[src/rtl/mips_debug_pkg.sv]
// Shared definitions for the MIPS debug path: dumper FSM states and sizing helpers.
package mips_debug_pkg;

  localparam int DEFAULT_NBITS     = 32;
  localparam int DEFAULT_BYTE_BITS = 8;
  localparam int DEFAULT_ADDR_STEP = 4;
  localparam int BYTES_PER_WORD    = DEFAULT_NBITS / DEFAULT_BYTE_BITS;

  typedef enum logic [2:0] {
    ST_IDLE    = 3'd0,
    ST_ADDR    = 3'd1,
    ST_WAIT    = 3'd2,
    ST_LOAD    = 3'd3,
    ST_SEND    = 3'd4,
    ST_WAIT_TX = 3'd5,
    ST_NEXT    = 3'd6,
    ST_DONE    = 3'd7
  } dump_state_e;

  // Counter width that stays legal when only a single value is needed.
  function automatic int cnt_width(input int n);
    return (n > 1) ? $clog2(n) : 1;
  endfunction

endpackage

[src/rtl/mem_debug_word_serializer.sv]
// Holds one memory word and presents it MSB byte first, shifting one byte per request.
module mem_debug_word_serializer
  import mips_debug_pkg::*;
#(
  parameter int NBITS     = DEFAULT_NBITS,
  parameter int BYTE_BITS = DEFAULT_BYTE_BITS
) (
  input  logic                 i_clk,
  input  logic                 i_reset,
  input  logic                 i_load,
  input  logic                 i_shift,
  input  logic [NBITS-1:0]     i_word,
  output logic [BYTE_BITS-1:0] o_top_byte,
  output logic                 o_last_byte
);

  localparam int NBYTES = NBITS / BYTE_BITS;
  localparam int CW     = cnt_width(NBYTES);

  logic [NBITS-1:0] shift_reg;
  logic [CW-1:0]    byte_cnt;

  always_ff @(posedge i_clk or negedge i_reset) begin
    if (!i_reset) begin
      shift_reg <= '0;
      byte_cnt  <= '0;
    end else if (i_load) begin
      shift_reg <= i_word;
      byte_cnt  <= '0;
    end else if (i_shift) begin
      shift_reg <= shift_reg << BYTE_BITS;
      byte_cnt  <= byte_cnt + 1'b1;
    end
  end

  assign o_top_byte  = shift_reg[NBITS-1 -: BYTE_BITS];
  assign o_last_byte = (byte_cnt == CW'(NBYTES - 1));

endmodule

[src/rtl/mem_debug_dumper.sv]
// Walks TAM_M data-memory words through the debug read port and streams them to the UART TX bytewise.
module mem_debug_dumper
  import mips_debug_pkg::*;
#(
  parameter int NBITS     = DEFAULT_NBITS,
  parameter int TAM_M     = 10,
  parameter int ADDR_STEP = DEFAULT_ADDR_STEP,
  parameter int BYTE_BITS = DEFAULT_BYTE_BITS
) (
  input  logic                 i_clk,
  input  logic                 i_reset,
  input  logic                 i_start,
  output logic [NBITS-1:0]     o_mem_debug_addr,
  input  logic [NBITS-1:0]     i_mem_debug_data,
  output logic [BYTE_BITS-1:0] o_tx_data,
  output logic                 o_tx_start,
  input  logic                 i_tx_done,
  output logic                 o_busy,
  output logic                 o_done
);

  localparam int WC = cnt_width(TAM_M);

  dump_state_e      state_q, state_d;
  logic [NBITS-1:0] addr_q;
  logic [WC-1:0]    word_cnt;
  logic             load_word, shift_byte, addr_clr, addr_inc, last_byte;

  mem_debug_word_serializer #(
    .NBITS     (NBITS),
    .BYTE_BITS (BYTE_BITS)
  ) u_serializer (
    .i_clk       (i_clk),
    .i_reset     (i_reset),
    .i_load      (load_word),
    .i_shift     (shift_byte),
    .i_word      (i_mem_debug_data),
    .o_top_byte  (o_tx_data),
    .o_last_byte (last_byte)
  );

  always_ff @(posedge i_clk or negedge i_reset) begin
    if (!i_reset) state_q <= ST_IDLE;
    else          state_q <= state_d;
  end

  // ADDR and WAIT give the one-cycle-latency debug port time to return the word before LOAD.
  always_comb begin
    state_d    = state_q;
    load_word  = 1'b0;
    shift_byte = 1'b0;
    addr_clr   = 1'b0;
    addr_inc   = 1'b0;
    case (state_q)
      ST_IDLE: begin
        if (i_start) begin
          addr_clr = 1'b1;
          state_d  = ST_ADDR;
        end
      end
      ST_ADDR: state_d = ST_WAIT;
      ST_WAIT: state_d = ST_LOAD;
      ST_LOAD: begin
        load_word = 1'b1;
        state_d   = ST_SEND;
      end
      ST_SEND: state_d = ST_WAIT_TX;
      ST_WAIT_TX: begin
        if (i_tx_done) begin
          if (last_byte) begin
            state_d = ST_NEXT;
          end else begin
            shift_byte = 1'b1;
            state_d    = ST_SEND;
          end
        end
      end
      ST_NEXT: begin
        if (word_cnt == WC'(TAM_M - 1)) begin
          state_d = ST_DONE;
        end else begin
          addr_inc = 1'b1;
          state_d  = ST_ADDR;
        end
      end
      ST_DONE: state_d = ST_IDLE;
      default: state_d = ST_IDLE;
    endcase
  end

  always_ff @(posedge i_clk or negedge i_reset) begin
    if (!i_reset) begin
      addr_q   <= '0;
      word_cnt <= '0;
    end else if (addr_clr) begin
      addr_q   <= '0;
      word_cnt <= '0;
    end else if (addr_inc) begin
      addr_q   <= addr_q + NBITS'(ADDR_STEP);
      word_cnt <= word_cnt + 1'b1;
    end
  end

  assign o_mem_debug_addr = addr_q;
  assign o_tx_start       = (state_q == ST_SEND);
  assign o_done           = (state_q == ST_DONE);
  assign o_busy           = (state_q != ST_IDLE) && (state_q != ST_DONE);

endmodule

[config.mk]
export PLATFORM = sky130hd
export DESIGN_NAME = mem_debug_dumper
export DESIGN_NICKNAME = d
export VERILOG_FILES = /design/src/rtl/mips_debug_pkg.sv /design/src/rtl/mem_debug_word_serializer.sv /design/src/rtl/mem_debug_dumper.sv
export SDC_FILE = /design/constraint.sdc
export NUM_CORES = 1
export LEC_CHECK = 0
export BUFFER_PORTS_ARGS = -buffer_cell sky130_fd_sc_hd__buf_2
export CORE_ASPECT_RATIO = 1.75
export CORE_MARGIN = 8
export CORE_UTILIZATION = 33
export CTS_CLUSTER_SIZE = 12
export DETAILED_ROUTE_END_ITERATION = 12
export GPL_ROUTABILITY_DRIVEN = 1
export GPL_TIMING_DRIVEN = 0
export PLACE_DENSITY = 0.51
export SLEW_MARGIN = 25
export SYNTH_ARGS = -nofsm -noshare
export SYNTH_HDL_FRONTEND = slang
export SYNTH_SLANG_ARGS = --single-unit
[constraint.sdc]
create_clock -name i_clk -period 2.14 [get_ports i_clk]
set_input_delay 0.428 -clock i_clk [delete_from_list [all_inputs] [get_ports i_clk]]
set_output_delay 0.428 -clock i_clk [all_outputs]
set_load 0.02 [all_outputs]
# Yosys cells after proc, flatten, opt, wreduce, memory -nomap -nowiden
# Index checks and enable logic that the tools add are counted.
totals:
  ff_bits: 73
  out_inout_bits: 43
  latch_bits: 0
  mem_bits_rw: 0
  romBits: 0
  mem_count: 0
classes:
  order_cmp: 0
  bitwise_logic: 0
  multipliers: 0
  n_addsub: 3
  n_mux: 21
  n_shift: 0
  n_div: 0
  n_eq_ne: 12
  n_reduce_logical: 6
op_table:
  columns: ["operator", "count"]
  rows:
  - ["2-to-1 mux 32 bit", 4]
  - ["adder 32 x 3 -> 32 bit (second input constant)", 1]
  - ["case mux 3 bit (8 select lines)", 1]
  - ["== test 3 bit (second input constant)", 4]
  - ["2-to-1 mux 3 bit", 3]
  - ["2-to-1 mux 1 bit", 8]
  - ["2-to-1 mux 4 bit", 2]
  - ["== test 3 x 2 -> 1 bit (second input constant)", 2]
  - ["2-to-1 mux 2 bit", 3]
  - ["adder 4 x 1 -> 4 bit (second input constant)", 1]
  - ["== test 4 bit (second input constant)", 1]
  - ["inequality test 2 bit (second input constant)", 2]
  - ["nonzero test 2 bit", 2]
  - ["== test 3 x 1 -> 1 bit (second input constant)", 1]
  - ["zero test 3 bit", 1]
  - ["inequality test 3 bit (second input constant)", 1]
  - ["nonzero test 3 bit", 1]
  - ["adder 2 x 1 -> 2 bit (second input constant)", 1]
  - ["== test 2 bit (second input constant)", 1]
  - ["AND reduction 2 bit", 1]
  - ["logical AND 1 bit", 1]

# Depth between registers and ports, before layout
# Gate-level depths: netlist of run 1.
depth:
  ltp_word: 6
  depth_mapped: 7

# Modules after synthesis
# Synthesis of run 1 repeated with hierarchy kept, for this count alone.
hier_totals:
  cells_unflattened: 388
  area_unflattened_um2: 3771.1
by_module_without_submodules:
  columns: ["mod", "cells_each", "area_per_inst_um2", "seq_area_each_um2", "instances"]
  rows:
  - ["mem_debug_dumper", 234, 2153.3, 925.9, 1]
  - ["mem_debug_word_serializer", 154, 1617.8, 850.8, 1]

# Least setup slack after synthesis of run 1
# Ideal clock, no wire load.
synth_timing:
  kind: "reg-to-reg"
  startpoint: "reg addr_q[2], in the netlist o_mem_debug_addr[2]"
  endpoint: "reg addr_q[20], in the netlist o_mem_debug_addr[20]"
  required_time_ns: 2.062
  setup_ns: 0.078
  arrival_time_ns: 2.143
  path_slack_ns: -0.081
  path_stages_with_launch: 7
  path_cell_list: "dfrtp_1 > ha_1 > nand4_4 > or4_4 > buf_6 > or4_1 > a21oi_1"
synth_via:
  elab_chain_cells: 3
synth_lines:
  columns: ["element", "line_no", "source"]
  rows:
  - ["start, declared", "mem_debug_dumper.sv:25", "logic [NBITS-1:0] addr_q;"]
  - ["start signal, assigned", "mem_debug_dumper.sv:99", "addr_q <= addr_q + NBITS'(ADDR_STEP);"]
  - ["adder 32 x 3 -> 32 bit", "mem_debug_dumper.sv:99", null]
  - ["2-to-1 mux 32 bit", "mem_debug_dumper.sv:98", "end else if (addr_inc) begin"]
  - ["2-to-1 mux 32 bit", "mem_debug_dumper.sv:95", "end else if (addr_clr) begin"]
# No other way between the ends. The select of a mux whose other input is x is not followed.
# A chain may end at the register's enable or synchronous reset.

# Worst setup path after layout of run 1
layout_timing:
  startpoint: "reg addr_q[2], in the netlist o_mem_debug_addr[2]"
  endpoint: "reg addr_q[22], in the netlist o_mem_debug_addr[22]"
# Same word-level chain as after synthesis.

==> results of run 1 <==
## power by group through the flow
stage / logic, µW / clock network (µW) / registers (µW)
2_1_floorplan: 1160 / 0 / 2000
3_3_place_gp: 1680 / 0 / 2010
3_5_place_dp: 1720 / 0 / 2030
5_1_grt: 2010 / 1480 / 2080
4_1_cts: 1790 / 1410 / 2000
6_report: 1770 / 1380 / 2020
## final timing paths
path,endpoint,slack (ps),startpoint
max,o_mem_debug_addr[22],60,o_mem_debug_addr[2]
max reg2reg,o_mem_debug_addr[22],60,o_mem_debug_addr[2]
max in group asynchronous,o_mem_debug_addr[3],1570,i_reset
min reg2reg,u_serializer.shift_reg[1],500,u_serializer.shift_reg[1]
min in group i_clk,u_serializer.shift_reg[1],290,i_mem_debug_data[1]
min,o_mem_debug_addr[11],-0.2,i_reset
## what timing repair did
item,4_1_cts,5_1_grt
endpoints found under the setup margin,50,48
gates cloned,0,0
buffers inserted,4,5
gates resized for setup,8,11
pin swaps,4,4
## cells in the final DEF (no fill, tap or decap), types with 9 or more instances in the layout
cell type,netlist,layout
sky130_fd_sc_hd__buf_2,3,78
sky130_fd_sc_hd__dfrtp_1,71,68
sky130_fd_sc_hd__nand2_1,58,57
sky130_fd_sc_hd__o21ai_0,26,26
sky130_fd_sc_hd__mux2i_1,25,25
sky130_fd_sc_hd__nand3_1,22,22
sky130_fd_sc_hd__buf_4,11,21
sky130_fd_sc_hd__a21oi_1,23,21
sky130_fd_sc_hd__nor2_1,18,18
sky130_fd_sc_hd__nand4_1,11,11
sky130_fd_sc_hd__o31ai_1,11,11
sky130_fd_sc_hd__or4_1,11,11
sky130_fd_sc_hd__inv_1,9,9
sky130_fd_sc_hd__clkbuf_1,15,9
sky130_fd_sc_hd__clkbuf_16,0,9
## area by class of cell
type | instances | area [µm²] | area share
clock inverters | 1 | 5.00 | 0.00107
plain buffers | 31 | 184 | 0.0395
multi-input cells | 277 | 1760 | 0.377
clock buffers | 13 | 260 | 0.0558
repair buffers | 86 | 478 | 0.103
well taps | 132 | 165 | 0.0354
flip-flops and latches | 71 | 1780 | 0.382
inverters | 9 | 33.8 | 0.00725
## per-layer routing
| layer | vias up | global-route usage | part of all wire |
|---|---|---|---|
| met5 | - | 0 | 0 |
| met4 | 0 | 0.0722 | 0.024 |
| met3 | 17 | 0.0414 | 0.052 |
| met2 | 84 | 0.280 | 0.54 |
| met1 | 1580 | 0.155 | 0.38 |
| li1 | 1571 | - | - |
## metrics by stage
stage | total power, µW | instances | setup slack, ps
after detailed placement | 3750 | 598 | -289
after global routing | 5570 | 620 | -1.37
after global placement | 3700 | 597 | -295
after CTS | 5200 | 616 | 1.03
final | 5170 | 620 | 59.0
after floorplan | 3160 | 389 | 22.7
## worst reg2reg max path: cells and delay by family (launching register included)
kind                     cells  cell delay [ps]
AND/OR/NAND/NOR              3             1110
flip-flops                   1              390
buffers and inverters        1              160
adder cells (fa/ha/maj)      1              180
AO/OA/AOI/OAI                1              150
## cells by family after synthesis
family | after synthesis | share of synthesized area
AND/OR/NAND/NOR | 165 | 0.243
adder cells (fa/ha/maj) | 4 | 0.0136
other | 1 | 0.00102
AO/OA/AOI/OAI | 69 | 0.108
flip-flops | 71 | 0.481
XOR/XNOR | 12 | 0.0285
multiplexers | 25 | 0.0678
buffers and inverters | 41 | 0.0576
==> summary by stage, run 1 <==
Timing
The setup skew after layout is 6.99 ps. The final setup violation count is 0. Counting I/O delays and the setup requirement, the final critical path takes 2080 ps. The slew at the pin closest to its max-slew limit is 571 ps. The number of hold violations in the final report is 1. The relative slew slack is 0.619. The worst hold slack is -0.217 ps. The ratio of final minimum period to clock period is 0.972. The final total negative setup slack is 0 ps. The count of final max-slew check failures is 0.

For this run, the top clock speed supported by timing is 0.481 GHz.

Clock network
The CTS tree is built. The root buffer cell chosen for the clock tree is sky130_fd_sc_hd__clkbuf_16. Clock tree synthesis inserted a total of 9 buffers.

The clock latency on the worst-skew pair is 330 ps. The number of hold buffers added after cts is 0. The tree built by TritonCTS fans out to 71 sinks. The maximum clock path buffer count is 2. The maximum level of the CTS H-tree is 3. Clock-pin slew was measured on the worst setup and hold paths at 60 ps.

Synth
The share of async-settable or async-resettable flops after synthesis is 1.00. The number of distinct library cell variants in the gate-level netlist after synthesis is 44. In the post-synthesis netlist, the cell with the most instances is sky130_fd_sc_hd__dfrtp_1.

The share of synthesized area occupied by flip-flops and latches is 0.481. After synthesis the cells add up to 3690 µm². Ranked by instance count, the synthesized netlist is headed by sky130_fd_sc_hd__dfrtp_1, sky130_fd_sc_hd__nand2_1, sky130_fd_sc_hd__o21ai_0, sky130_fd_sc_hd__mux2i_1, sky130_fd_sc_hd__a21oi_1. The share of the synthesized area in the top cell type is 0.481. The number of synthesis warnings is 0. The largest total area in the synthesized netlist belongs to sky130_fd_sc_hd__dfrtp_1.

By area the synthesized netlist is led by sky130_fd_sc_hd__dfrtp_1, sky130_fd_sc_hd__mux2i_1, sky130_fd_sc_hd__nand2_1, sky130_fd_sc_hd__o21ai_0, sky130_fd_sc_hd__a21oi_1. Yosys mapped a number of flops with a built-in enable equal to 0. The most instantiated flip-flop cell in the synthesis netlist is sky130_fd_sc_hd__dfrtp_1.

Counting every instance in the synthesized netlist gives 388. The total of flip-flops plus latches after synthesis is 71. In this run the mean area of a mapped cell was 9.52 µm².

Worst setup path
For the worst setup path, the data required time is 2390 ps. The kind of launch point of the worst setup path is a flop. The dominant delay contributor by cell family on the critical path is simple AND/OR/NAND/NOR gates. The signal on the critical path passes through ha_4 -> nand4_4 -> or4_4 -> buf_6 -> or4_1 -> a21oi_1. Data on the critical path arrives at its endpoint at 2330 ps. The number of buffers and inverters on the critical path is 1. Among all stages on the critical path, the largest delay is contributed by sky130_fd_sc_hd__or4_4. The number of cells on the critical path is 6. By startpoint and endpoint, the worst setup path is classified as flop to flop.

Counting cells, the worst reg-to-reg path comes to 6. The largest single stage delay on the critical path is 570 ps. The sort of element at the end of the critical path is a flop. Along the worst path, the maximum fanout reaches 9.

Power and ir drop
The share of total power dissipated in combinational logic is 0.342. Of the total power, the share spent switching nets is 0.362. The leakage dissipation is 0.00231 µW.

In this run the power density over the cells is 1110 nW/µm². The worst vdd rail ir drop is 565 µV. The analysis attributes to net switching a power of 1870 µW. The share of total power dissipated in the clock network is 0.266. The internal power component is 3300 µW. The share of power burned in registers is 0.391.

Layout
The net count of the finished layout is 525. The share of cells above drive strength 1 is 0.281. At the end of the flow the core is filled with cells to 0.422. After routing the design area is 4660 µm². The register with the most flip-flops in the layout has 32 of them.

The number of inserted diodes is 0. The number of inserted filler cells in the final layout is 1122. The relative area change from synthesis to final layout is 26.2%.

Drt
After detailed routing, the number of remaining DRC violations is 0. In this run the remaining antenna-violating nets after routing total 0. In the routed layout, each cell is associated on average with a via count of 5.25.

The number of iterations in the first detailed-routing pass is 4. After detailed routing, the average wire length per cell comes to 17.4 µm. The total via count after detailed routing is 3252.

The iteration-0 DRC count of the detailed router is 108. The total length of routed wires is 10.8 mm.

Outcome
The checks that failed: negative hold slack. The flow ran to the end, but the final reports show violations.

Floorplanning
In this run the core area contains 51 standard-cell rows. The core region is 11000 µm². From bottom edge to top edge, the die measures 156 µm. In this run the horizontal extent of the chip is 96.0 µm.

The initial utilization of the core area, before any placement, comes to 0.335. The floorplan step defined a die boundary enclosing 15000 µm². During I/O placement, the number of pins put on the boundary was 79.

Global route
Entering global routing, the biggest net connects 48 pins. The number of global-route vias before repair was 3518. Global routing finished with a remaining overflow of 0. Across every metal layer, demand over resource in global routing totals 0.154. The initial antenna violation count is 0. The first global-routing pass estimated 17.7 mm of wire.

Place
The placed instances occupy a cell area of 4280 µm². The congestion estimate from routability-driven global placement came to 0.801. The final HPWL from detailed placement is 8.21 mm.

Port buffering added 76 buffers.

Hold path
The tightest min-delay check is of the input pin to async pin type.

Flow run
Across the run, the number of max-cap violations was 0.
No activity file was read; power rests on OpenSTA's default activity.
==> run 2, diff against run 1 <==
Settings changed: ABC_AREA set to 1.
==> run 2 against run 1 <==
Net effect:
- the run now ends clean
- power shrank 5.6%
- final area grew 0.81%
- global-route usage shrank 0.90 points
- critical endpoint is now o_busy
- largest cell class unchanged
- highest routed layer unchanged
==> summary by stage, run 2 <==
Layout
The number of inserted diodes came to 0 (unchanged). The final core utilization is 0.410 (-0.0119). Compared with the post-synthesis result, the final layout area differs by 22.3%. In the layout the commonest cells are sky130_fd_sc_hd__nand2_1, sky130_fd_sc_hd__nor2_1, sky130_fd_sc_hd__buf_2. The net count of the finished layout is 640 (+22%).

Leaving out fill and tap cells, the most frequent cell in the layout is sky130_fd_sc_hd__nand2_1. The count of placed standard cells in the final layout, fillers left out came to 740 (+19%). The flip-flop count of the largest register after layout came to 32 (unchanged). The share of cells above drive strength 1 is 0.223 (-0.0576). The number of inserted filler cells in the final layout is 1213 (+8.1%).

Worst setup path
The critical path required time was 1710 ps (-680 ps). In this run the critical register-to-register path is launched from o_mem_debug_addr[3]. The largest fanout of any net on the critical path is 8 (-1). The worst setup path is captured at an output port. The depth of the worst register-to-register path is 9 (+3). The worst reg-to-reg setup slack is 440 ps (+380 ps). The arrival time at the worst endpoint came to 1310 ps (-1020 ps). Tracing the worst setup path back leads to its startpoint at state_q[0]. The worst setup path is launched from a flop. The worst setup path is of the flop to output port kind.

Floorplanning
The row count came to 52 (+2.0%). The floorplan die height is 159 µm (+1.8%). The horizontal die dimension came to 97.6 µm (+1.6%). The total die area is 15500 µm² (+3.5%). The I/O pin count is 79 (unchanged). The effective utilization at floorplan is 0.335 (+0.000866). The standard cell core area is 11500 µm² (+3.7%).

Timing
Setup repair after global routing left no endpoint under its margin. The ratio of final minimum period to clock period came to 0.814 (-0.158). The setup skew after layout is 4.85 ps (-2.14 ps). The post-route minimum period was 1740 ps (-339 ps). The final setup violation count is 0 (unchanged). The final total negative setup slack is 0 ps (unchanged).

The final setup slack of the worst path came to 398 ps (+339 ps). The slew at the pin closest to its max-slew limit is 540 ps (-31.2 ps). The relative slew slack is 0.640 (+0.0208). The count of final max-slew check failures is 0 (unchanged). The number of hold violations in the final report is 0 (-1). The maximum operating frequency came to 0.574 GHz (+19%).

Synth
In the post-synthesis netlist, the biggest area contributors are sky130_fd_sc_hd__dfrtp_1, sky130_fd_sc_hd__nand2_1, sky130_fd_sc_hd__nor2_1, sky130_fd_sc_hd__nand3_1, sky130_fd_sc_hd__inv_1. sky130_fd_sc_hd__dfrtp_1 takes more of the synthesized area than any other cell. The count of flip-flops with a built-in enable after synthesis came to 0 (unchanged). The post-synthesis average cell area is 7.53 µm² (-21%). The most common cell in the synthesized netlist is sky130_fd_sc_hd__nand2_1. The summed instance area of the synthesized netlist is 3840 µm² (+4.0%). The share of synthesized area occupied by flip-flops and latches is 0.463 (-0.0185). In the synthesized netlist the dominant register cell turns out to be sky130_fd_sc_hd__dfrtp_1.

The share of the synthesized area in the top cell type is 0.463 (-0.0185). The share of async-settable or async-resettable flops after synthesis is 1.00 (unchanged). The total of flip-flops plus latches after synthesis is 71 (unchanged).

The post-synthesis instance total is 510 (+31%). The number of synthesis warnings is 0 (unchanged). The commonest cells after synthesis are sky130_fd_sc_hd__nand2_1, sky130_fd_sc_hd__nor2_1, sky130_fd_sc_hd__dfrtp_1, sky130_fd_sc_hd__nand3_1, sky130_fd_sc_hd__inv_1. The number of distinct library cell variants in the gate-level netlist after synthesis is 31 (-30%).

Global route
The number of global-route vias before repair came to 3666 (+4.2%). The first-pass GRT wire length is 18.1 mm (+2.2%). The initial antenna violation count is 0 (unchanged).

The total congestion overflow is 0 (unchanged). The largest net degree at the start of global routing is 51 (+6.3%). The global-route usage over all layers was 0.145 (-0.00899).

Place
The worst slack at placement is 408 ps (+696 ps). The number of placed instances with taps included is 723 (+21%). The quantity of I/O buffers inserted on ports was 76 (unchanged).

The routability congestion estimate came to 0.890 (+11%). The final HPWL from detailed placement came to 8.71 mm (+6.1%).

Clock network
The count of buffers added by post-CTS timing repair for setup is 0 (-4). The maximum level of the CTS H-tree is 3 (unchanged). The clock slew at the register clock pins of the worst setup and hold paths was 60 ps (about the same).

The clock net sink count is 71 (unchanged). The tree is rooted in a sky130_fd_sc_hd__clkbuf_16. The clock latency on the worst-skew pair was 340 ps (about the same). The maximum clock path buffer count is 2 (unchanged).

The number of buffers created by CTS came to 9 (unchanged). TritonCTS built the clock tree.

Drt
The mean number of vias per cell is 4.81 (-8.4%). The total length of routed wires is 11.1 mm (+2.6%). The number of iterations in the first detailed-routing pass is 4 (unchanged). The residual antenna-violating net count after detailed routing came to 0 (unchanged).

The iteration-0 DRC count of the detailed router is 134 (+24%). The detail-routed net length per standard cell is 15.0 µm (-14%). The total via count after detailed routing is 3557 (+9.4%). The number of remaining DRC errors came to 0 (unchanged).

Hold path
The class of the most critical hold timing path is input pin to flop. Along the worst hold path, the cell count comes to 3. In this run the most critical hold path is launched from i_mem_debug_data[29].

Power and ir drop
The clock network fraction of design power is 0.278 (+0.012). The switching share of power is 0.369 (+0.00698). The share of power burned in registers is 0.394 (+0.003). The leakage dissipation is 0.00239 µW (+3.4%). The power share of the combinational group came to 0.328 (-0.014).

The power spent charging and discharging nets is 1800 µW (-3.7%). The worst vdd rail ir drop is 491 µV (-13%). The internal power component is 3080 µW (-6.6%). The total power divided by cell area was 1040 nW/µm² (-6.3%).

Outcome
The run finished with clean final reports.

Flow run
The number of maximum-capacitance constraint violations came to 0 (unchanged).
run 2: through the flow:
step                      area (µm²)  hold slack (ps)  total power [µW]
after floorplan                 3840              132              3060
after global placement          4390              467              3540
after detailed placement        4420              351              3580
after CTS                       4700              298              4970
after global routing            4700              306              5240
final                           4700              307              4880
run 2: critical path, stage by stage (launching register included):
cell and delay [ps]:
sky130_fd_sc_hd__dfrtp_1 350, sky130_fd_sc_hd__buf_2 170, sky130_fd_sc_hd__nand2_1 100, sky130_fd_sc_hd__nor2_1 60
sky130_fd_sc_hd__a21oi_1 120, sky130_fd_sc_hd__buf_2 180
run 2: power groups by stage:
stage	logic (µW)	clock network (µW)	registers [µW]
finish	1600	1360	1920
global route	1820	1450	1960
CTS	1650	1400	1920
detailed placement	1640	0	1940
global placement	1620	0	1930
floorplan	1150	0	1900
run 2: routing by layer:
layer  routed length [µm]  track usage  up-vias  share of wire
li1                     -            -     1803              -
met1                 4070        0.137     1630           0.37
met2                 6210        0.281      107           0.56
met3                  551       0.0408       17          0.050
met4                  257       0.0554        0          0.023
met5                    0            0        -              0
run 2: final timing paths:
kind / endpoint
min in group asynchronous: o_mem_debug_addr[4]
max in group asynchronous: o_mem_debug_addr[28]
worst min register to register: u_serializer.shift_reg[19]
worst max register to register: o_mem_debug_addr[30]
worst max-delay path: o_busy
worst min-delay path: u_serializer.shift_reg[29]
run 2: cell type report:
class	instances	area, µm²	area share
Buffer	26	169	0.0359
Clock buffer	9	225	0.0479
Clock inverter	7	40.0	0.00852
Inverter	47	176	0.0375
Multi-Input combinational cell	367	1720	0.367
Sequential cell	71	1780	0.378
Tap cell	135	169	0.0359
Timing Repair Buffer	78	420	0.0895
run 2: cells by family after synthesis:
group,count (synthesis),share of synthesized area
xor+xnor,2,0.00456
buf+inv,73,0.0899
other cells,1,0.000976
simple gates,316,0.361
compound gates,43,0.0684
fa+ha+maj,4,0.0130
flops,71,0.463
run 2: repair_timing:
item,CTS,global route
hold endpoints to repair,10,0
setup endpoints to repair,0,0
hold buffers,1,0
gates resized for setup,0,0
==> run 3, diff against run 2 <==
Settings changed: ABC_AREA 1 to 0, PLACE_DENSITY 0.51 to 0.49.
Clock period 2.14 ns to 1.81 ns, I/O delays scaled along.
==> run 3 against run 2 <==
Net effect:
- routed wire length up 4.4%
- cell count down 12%
- largest power group is now combinational cells
- non-clock buffer count up 40
- clock power up 56%
- final area up 11%
- sequential power up 23%
- highest routed layer unchanged
- the run now ends with negative setup slack left
- first-iteration DRC count down 21%
- flip-flop and latch count unchanged
==> summary by stage, run 3 (synthesized netlist as in run 1, its figures left out) <==
Power and ir drop
The worst vdd rail ir drop was 822 µV (+67%). The power spent charging and discharging nets was 2360 µW (+31%). The switching share of power is 0.340 (-0.0289). The share of power burned in registers came to 0.340 (-0.054).

The clock network fraction of design power was 0.305 (+0.027). The power share of the combinational group is 0.355 (+0.027). The leakage dissipation is 0.00261 µW (+9.4%). The internal power component is 4580 µW (+48%). The total power divided by cell area was 1330 nW/µm² (+28%).

Floorplanning
The horizontal die dimension came to 96.0 µm (-1.6%). The row count is 51 (-1.9%). The standard cell core area is 11000 µm² (-3.6%). The floorplan die height came to 156 µm (-1.7%).

The I/O pin count was 79 (unchanged). The effective utilization at floorplan is 0.335 (-0.000866). The total die area is 15000 µm² (-3.3%).

Layout
The number of inserted diodes is 0 (unchanged). The number of inserted filler cells in the final layout is 1108 (-8.7%). Leaving out fill and tap cells, the most frequent cells in the layout are sky130_fd_sc_hd__buf_2, sky130_fd_sc_hd__dfrtp_1, sky130_fd_sc_hd__nand2_1.

The share of cells above drive strength 1 is 0.371 (+0.148). The most common cell after layout, fill and taps aside is sky130_fd_sc_hd__buf_2. The footprint of the multi-input gates came to 1880 µm² (+9.3%).

The flip-flop and latch area is 1790 µm² (+0.63%). The flip-flop count of the largest register after layout is 32 (unchanged). The net count of the finished layout is 552 (-14%). The count of placed standard cells in the final layout, fillers left out was 649 (-12%). The area growth from synthesis to layout is 40.8%.

Worst setup path
The depth of the worst register-to-register path was 6 (-3). The setup path with the least slack is of type flop to flop. The critical path required time is 2080 ps (+370 ps).

The origin of the critical flop-to-flop path is o_mem_debug_addr[3]. The worst register-to-register path ends at o_mem_debug_addr[26]. The worst setup path is launched from a flop. STA classifies the critical path endpoint as a flop. The largest fanout of any net on the critical path is 8 (unchanged). The worst reg-to-reg setup slack is -130 ps (-570 ps). The launching element of the worst setup path is o_mem_debug_addr[3]. The arrival time at the worst endpoint is 2210 ps (+900 ps).

Hold path
In this run the worst hold path is classified as input pin to flop. The hold path endpoint is u_serializer.shift_reg[1]. The worst hold path begins at i_mem_debug_data[1]. The number of stages on the worst hold path is 3 (unchanged).

Timing
The number of hold violations in the final report is 0 (unchanged). The slew at the pin closest to its max-slew limit is 561 ps (+20.8 ps). The final setup slack of the worst path is -130 ps (-528 ps). The maximum operating frequency is 0.515 GHz.

The final setup violation count came to 12 (+12). Setup repair after global routing could not meet its margin everywhere. The setup skew after layout is 7.90 ps (+3.05 ps). The routed design could run at a clock period as short as 1940 ps. The relative slew slack came to 0.626 (-0.0139). The count of final max-slew check failures is 0 (unchanged). The ratio of final minimum period to clock period is 1.07.

Clock network
The clock net sink count came to 71 (unchanged). The number of buffers created by CTS is 9 (unchanged). TritonCTS built the clock tree. The clock slew at the register clock pins of the worst setup and hold paths is 60 ps (about the same). The maximum clock path buffer count was 2 (unchanged). The tree is rooted in a sky130_fd_sc_hd__clkbuf_16. The maximum level of the CTS H-tree is 3 (unchanged). The clock latency on the worst-skew pair is 340 ps (about the same).

Drt
The total via count after detailed routing is 3402 (-4.4%). The mean number of vias per cell came to 5.24 (+9.1%). The number of remaining DRC errors is 0 (unchanged). The number of iterations in the first detailed-routing pass is 4 (unchanged). The detail-routed net length per standard cell came to 17.8 µm (+19%). The iteration-0 DRC count of the detailed router is 106 (-21%). The residual antenna-violating net count after detailed routing is 0 (unchanged). The total length of routed wires is 11.6 mm (+4.4%).

Global route
The total congestion overflow is 0 (unchanged). The number of global-route vias before repair is 3507 (-4.3%). The initial antenna violation count was 0 (unchanged). The global-route usage over all layers was 0.156 (+0.0106). The first-pass GRT wire length is 18.1 mm (about the same). The largest net degree at the start of global routing came to 51 (unchanged).

Place
The quantity of I/O buffers inserted on ports is 76 (unchanged). The worst slack at placement is -733 ps (-1140 ps). The final HPWL from detailed placement came to 8.21 mm (-5.8%). The routability congestion estimate is 0.822 (-7.7%). The number of placed instances with taps included was 598 (-17%).

Flow run
The number of maximum-capacitance constraint violations was 0 (unchanged).

Outcome
The checks that failed: negative setup slack. The run finished, with violations left.
[run 3: final cells by class]
class / count / area share
Clock buffer: 11 / 0.0486
Timing Repair Buffer: 113 / 0.140
Multi-Input combinational cell: 277 / 0.362
Buffer: 31 / 0.0476
Clock inverter: 5 / 0.0200
Sequential cell: 71 / 0.344
Tap cell: 132 / 0.0318
Inverter: 9 / 0.00650
[run 3: metal layers]
| layer | GRT usage | vias up | share of wire |
|---|---|---|---|
| li1 | - | 1635 | - |
| met1 | 0.160 | 1668 | 0.37 |
| met2 | 0.288 | 82 | 0.56 |
| met3 | 0.0328 | 17 | 0.042 |
| met4 | 0.0671 | 0 | 0.023 |
| met5 | 0 | - | 0 |
[run 3: what timing repair did]
| action | in CTS | in global routing |
|---|---|---|
| pin swaps | 14 | 11 |
| setup endpoints to repair | 65 | 66 |
| resized for setup | 42 | 31 |
| cloned | 0 | 3 |
| buffers inserted | 18 | 14 |
| endpoints found under the hold margin | 21 | 0 |
| hold buffers | 1 | 0 |
[run 3: how the worst max path moves through the flow]
stage | to | slack [ps] | cells after the start
after floorplan | o_mem_debug_addr[20] | -180 | 6
after global placement | o_mem_debug_addr[31] | -690 | 6
after detailed placement | o_mem_debug_addr[31] | -730 | 6
after CTS | o_mem_debug_addr[26] | -130 | 6
after global routing | o_mem_debug_addr[26] | -190 | 6
final | o_mem_debug_addr[26] | -130 | 6
[run 3: power groups by stage]
stage	Sequential (µW)	Combinational [µW]	Clock, µW
floorplan	2380	1390	0
global placement	2390	2010	0
detailed placement	2410	2050	0
CTS	2370	2280	2170
global route	2420	2720	2210
finish	2360	2460	2120
[run 3: critical path, stage by stage (launching register included)]
cell and delay, ps:
sky130_fd_sc_hd__dfrtp_2 380, sky130_fd_sc_hd__ha_4 150, sky130_fd_sc_hd__nand4_4 60, sky130_fd_sc_hd__or4_4 570
sky130_fd_sc_hd__buf_6 160, sky130_fd_sc_hd__or4_4 410, sky130_fd_sc_hd__a21oi_2 130
[run 3: through the flow]
| step | hold WS, ps | power (µW) | util | TNS, ps | cell area (µm²) |
|---|---|---|---|---|---|
| 5_1_grt | 225 | 7340 | 0.471 | -2130 | 5200 |
| 4_1_cts | 202 | 6820 | 0.446 | -750 | 4920 |
| 3_3_place_gp | 484 | 4400 | 0.387 | -32160 | 4270 |
| 2_1_floorplan | 66.4 | 3770 | - | -844 | 3720 |
| 3_5_place_dp | 294 | 4460 | 0.390 | -22870 | 4300 |
| 6_report | 214 | 6930 | 0.471 | -987 | 5200 |
